File: config.mk
export PLATFORM = sky130hd
export DESIGN_NAME = uart_rx
export DESIGN_NICKNAME = d
export VERILOG_FILES = /design/src/rtl/uart_rx.sv
export SDC_FILE = /design/constraint.sdc
export NUM_CORES = 1
export LEC_CHECK = 0
export ABC_AREA = 0
export BUFFER_PORTS_ARGS = -buffer_cell sky130_fd_sc_hd__clkbuf_2
export CORE_MARGIN = 5
export CORE_UTILIZATION = 40
export CTS_CLUSTER_DIAMETER = 200
export DETAILED_ROUTE_END_ITERATION = 10
export SLEW_MARGIN = 20
export SYNTH_ARGS = -nofsm -noshare
export SYNTH_HDL_FRONTEND = slang
export SYNTH_SLANG_ARGS = --single-unit
File: constraint.sdc
create_clock -name clk_i -period 2.15 [get_ports clk_i]
set_input_delay 0.215 -clock clk_i [delete_from_list [all_inputs] [get_ports clk_i]]
set_output_delay 0.215 -clock clk_i [all_outputs]
set_load 0.1 [all_outputs]
File: src/rtl/uart_rx.sv
// 8N1 UART receiver with single centre sample per bit and a 2-flop input synchroniser.
// Define UART_RX_PARITY_EN for 8E1 framing with even-parity checking.
module uart_rx #(
   parameter int CLKS_PER_BIT = 434
) (
   input  logic       clk_i,
   input  logic       rst_i,
   input  logic       rx_i,
   output logic [7:0] data_o,
   output logic       data_received_o,
   output logic       frame_err_o,
   output logic       parity_err_o,
   output logic       busy_o
);

   localparam int CW = $clog2(CLKS_PER_BIT);
   localparam logic [CW-1:0] CNT_MAX  = CW'(CLKS_PER_BIT - 1);
   localparam logic [CW-1:0] CNT_HALF = CW'(CLKS_PER_BIT / 2 - 1);

   typedef enum logic [2:0] {
      IDLE   = 3'd0,
      START  = 3'd1,
      DATA   = 3'd2,
`ifdef UART_RX_PARITY_EN
      PARITY = 3'd3,
`endif
      STOP   = 3'd4,
      BRK    = 3'd5
   } state_t;

   state_t        state, state_d;
   logic          rx_meta, rx_s;
   logic [CW-1:0] cnt;
   logic [2:0]    bit_idx;
   logic [7:0]    shift;
   logic          shift_en, good, ferr, perr;
`ifdef UART_RX_PARITY_EN
   logic          par_chk, par_bad;
`endif

   always_comb begin
      state_d  = state;
      shift_en = 1'b0;
      good     = 1'b0;
      ferr     = 1'b0;
      perr     = 1'b0;
`ifdef UART_RX_PARITY_EN
      par_chk  = 1'b0;
`endif
      case (state)
         IDLE:  if (!rx_s) state_d = START;
         // Mid-start-bit check rejects short low glitches.
         START: if (cnt == CNT_HALF) state_d = rx_s ? IDLE : DATA;
         DATA: begin
            if (cnt == CNT_MAX) begin
               shift_en = 1'b1;
`ifdef UART_RX_PARITY_EN
               if (bit_idx == 3'd7) state_d = PARITY;
`else
               if (bit_idx == 3'd7) state_d = STOP;
`endif
            end
         end
`ifdef UART_RX_PARITY_EN
         PARITY: begin
            if (cnt == CNT_MAX) begin
               par_chk = 1'b1;
               state_d = STOP;
            end
         end
`endif
         STOP: begin
            if (cnt == CNT_MAX) begin
               if (rx_s) begin
                  state_d = IDLE;
`ifdef UART_RX_PARITY_EN
                  perr = par_bad;
                  good = !par_bad;
`else
                  good = 1'b1;
`endif
               end else begin
                  ferr    = 1'b1;
                  state_d = BRK;
               end
            end
         end
         // Held-low line: one frame error only, wait for release.
         BRK:     if (rx_s) state_d = IDLE;
         default: state_d = IDLE;
      endcase
   end

   always_ff @(posedge clk_i or posedge rst_i) begin
      if (rst_i) begin
         rx_meta         <= 1'b1;
         rx_s            <= 1'b1;
         state           <= IDLE;
         cnt             <= '0;
         bit_idx         <= 3'd0;
         shift           <= 8'h00;
         data_o          <= 8'h00;
         data_received_o <= 1'b0;
         frame_err_o     <= 1'b0;
      end else begin
         rx_meta         <= rx_i;
         rx_s            <= rx_meta;
         state           <= state_d;
         cnt             <= (state_d != state || cnt == CNT_MAX) ? '0 : cnt + 1'b1;
         data_received_o <= good;
         frame_err_o     <= ferr;
         if (state == START) bit_idx <= 3'd0;
         if (shift_en) begin
            shift   <= {rx_s, shift[7:1]};
            bit_idx <= bit_idx + 3'd1;
         end
         if (good) data_o <= shift;
      end
   end

`ifdef UART_RX_PARITY_EN
   always_ff @(posedge clk_i or posedge rst_i) begin
      if (rst_i) begin
         par_bad      <= 1'b0;
         parity_err_o <= 1'b0;
      end else begin
         parity_err_o <= perr;
         if (par_chk) par_bad <= rx_s ^ (^shift);
      end
   end
`else
   assign parity_err_o = 1'b0;
`endif

   assign busy_o = (state != IDLE);

endmodule
==> metrics.yaml <==
drc: 0
cp.required_ps: 2330
grt_max_degree: 36
fmax_ghz: 0.484
via_per_inst: 5.05
postRouteAntennaNets: 0
synth_flop_cell: "dfrtp_1"
r2r_end: "data_o[1]$_DFFE_PP0P_"
synth_seq_cells: 35
ir_worst_vdd_mv: 0.471
dp_hpwl_microns: 2030
drt_iter0_drc: 45
insertion_delay_ps: 290
fin_skew_ps: 4.30
gr-usage-all-layers: 0.120
synth_cells: 136
layout_commonest_cell: "dfrtp_1"
setup_viol: 0
violations: "negative hold slack"
cts-buffers-inserted: 5
leakage_uw: 0.000948
ys_seq_area_frac: 0.535
wire_per_inst_microns: 13.8
async_flop_share: 1.00
dieWidth_microns: 74.1
cts_tree: "done"
reg2reg_depth: 6
period_needed_ps: 2070
drive_gt1_frac: 0.323
synthToLayoutAreaGrowth_pct: 16.5
cp-end-kind: "register"
max-cap-violations: 0
slew_violations: 0
drt_first_pass_iters: 4
startpoint_type: "register"
status: "finished, violations left"
power_density_nw_per_um2: 755
final_cell_mix: "dfrtp_1 (33), clkbuf_2 (13), nor3_1 (10), mux2_2 (8), mux2_4 (8)"
die_h_microns: 74.1
r2r_slack_ps: 80
arrival_ps: 2250
h-tree-depth: 2
syn_nets: 144
syn_area_sq_um: 1640
min-delay-path-class: "in -> async"
start_util: 0.411
gr-total-overflow: 0
synth_cell_type_count: 37
clockBufferDepth: 2
r2r-start: "cnt[1]$_DFF_PP0_"
setup_tns_ps: 0
grt_pass1_vias: 1046
path_max_fanout: 9
ioPinCount: 15
final_hold_viol_count: 18
tightestPinTransition_ps: 544
dr_total_vias: 1051
ys_warn_count: 0
cts_root_buf: "clkbuf_8"
fp.dieArea_sq_um: 5490
min_period_over_period: 0.961
clk_pin_slew_ps: 70
worst_slack_ps: 84.4
portBuffers: 13
synth-edff-count: 0
diodes: 0
worstSetupPathType: "reg -> reg"
hold-worst-slack_ps: -9.48
slew_headroom: 0.639
wl_microns: 2870
antenna_found_initial: 0
grt_first_pass_wirelength_microns: 4940
final_nets: 165
grt_setup_unrepaired: "no"
syn_area_per_cell_sq_um: 12.1
preCtsSetupSlack_ps: 73.0
globalplace.congestion: 0.803
cts.sinks: 35
rows: 23
coreArea_sq_um: 4000
[report_power, final]
part,total [uW],internal [uW],switching (uW)
registers,733,692,41.1
logic,122,57.3,65.1
clock network,590,345,245
total,1450,1090,351
[worst max-delay path by stage]
| stage | slack [ps] | start | end |
|---|---|---|---|
| after floorplan | 180 | cnt[1]$_DFF_PP0_ | data_o[0]$_DFFE_PP0P_ |
| after global placement | 100 | cnt[1]$_DFF_PP0_ | data_o[0]$_DFFE_PP0P_ |
| after detailed placement | 70 | cnt[1]$_DFF_PP0_ | data_o[3]$_DFFE_PP0P_ |
| after CTS | 60 | cnt[1]$_DFF_PP0_ | data_o[1]$_DFFE_PP0P_ |
| after global routing | 20 | cnt[1]$_DFF_PP0_ | data_o[5]$_DFFE_PP0P_ |
| final | 80 | cnt[1]$_DFF_PP0_ | data_o[1]$_DFFE_PP0P_ |
[critical path: stages, from the launching register on]
cell and delay [ps]:
dfrtp_1 410, inv_2 70, ha_1 140, and4b_2 270, nand2_2 90, or4b_4 640
mux2_4 330
[through the flow]
stage / std cells / area, sq um / hold slack, ps / total power, uW / util
4_1_cts: 206 / 1880 / 0.0941 / 1460 / 0.471
6_report: 208 / 1910 / -9.48 / 1450 / 0.478
3_5_place_dp: 198 / 1770 / 307 / 862 / 0.443
5_1_grt: 208 / 1910 / 66.9 / 1510 / 0.478
3_3_place_gp: 198 / 1770 / 307 / 855 / 0.443
2_1_floorplan: 136 / 1640 / 219 / 833 / -
[sequential cells by signal, indices dropped and copies added, names as in the netlist]
| signal | cells |
|---|---|
| rx_meta | 1 |
| rx_s | 1 |
| shift | 8 |
| state | 3 |
| frame_err_o | 1 |
| bit_idx | 3 |
| cnt | 9 |
| data_received_o | 1 |
| data_o | 8 |
[cell families (layout without fill, tap and decap cells)]
| group | count (synthesis) | count (layout) | share of synthesized area |
|---|---|---|---|
| AO/OA/AOI/OAI | 12 | 12 | 0.0518 |
| XOR/XNOR | 7 | 7 | 0.0373 |
| adder cells (fa/ha/maj) | 5 | 5 | 0.0381 |
| buffers and inverters | 11 | 33 | 0.0320 |
| flip-flops | 35 | 35 | 0.535 |
| multiplexers | 16 | 16 | 0.128 |
| other | 1 | 1 | 0.00228 |
| AND/OR/NAND/NOR | 49 | 49 | 0.176 |
[Yosys cell counts (2+ instances only)]
library cell	instances	area [sq um]
nor3_1	10	50.1
nor2b_1	2	12.5
nor2_1	5	18.8
dfstp_2	2	52.6
xor2_1	2	17.5
ha_1	5	62.6
clkbuf_1	3	11.3
nand2b_1	4	25.0
dfrtp_1	33	826
a21oi_1	5	25.0
o21ai_0	4	20.0
inv_1	6	22.5
nand4_1	2	12.5
xnor2_1	5	43.8
mux2_2	8	90.1
mux2_4	8	120
nand2_1	6	22.5
nand3_1	7	35.0
[layout make-up]
| cell class | count | area (sq um) |
|---|---|---|
| fill | 353 | 2090 |
| clock buffer | 5 | 68.8 |
| inverter | 6 | 22.5 |
| timing repair buffer | 19 | 125 |
| tap | 50 | 62.6 |
| multi-input combinational | 90 | 712 |
| sequential | 35 | 878 |
| clock inverter | 3 | 43.8 |
[metal layers]
metal  GRT usage  vias to the layer above  routed length, microns
met4      0.0483                        0                      47
met2       0.197                       16                    1420
met1       0.144                      516                    1270
li1            -                      514                       -
met3      0.0405                        5                     136
met5           0                        -                       0
[what timing repair did]
action / in CTS / in global routing
resized for setup: 0 / 1
hold buffers: 0 / 1
setup endpoints to repair: 0 / 11
endpoints found under the hold margin: 0 / 1
setup buffers: 0 / 1
No activity file was read; power rests on OpenSTA's default activity.
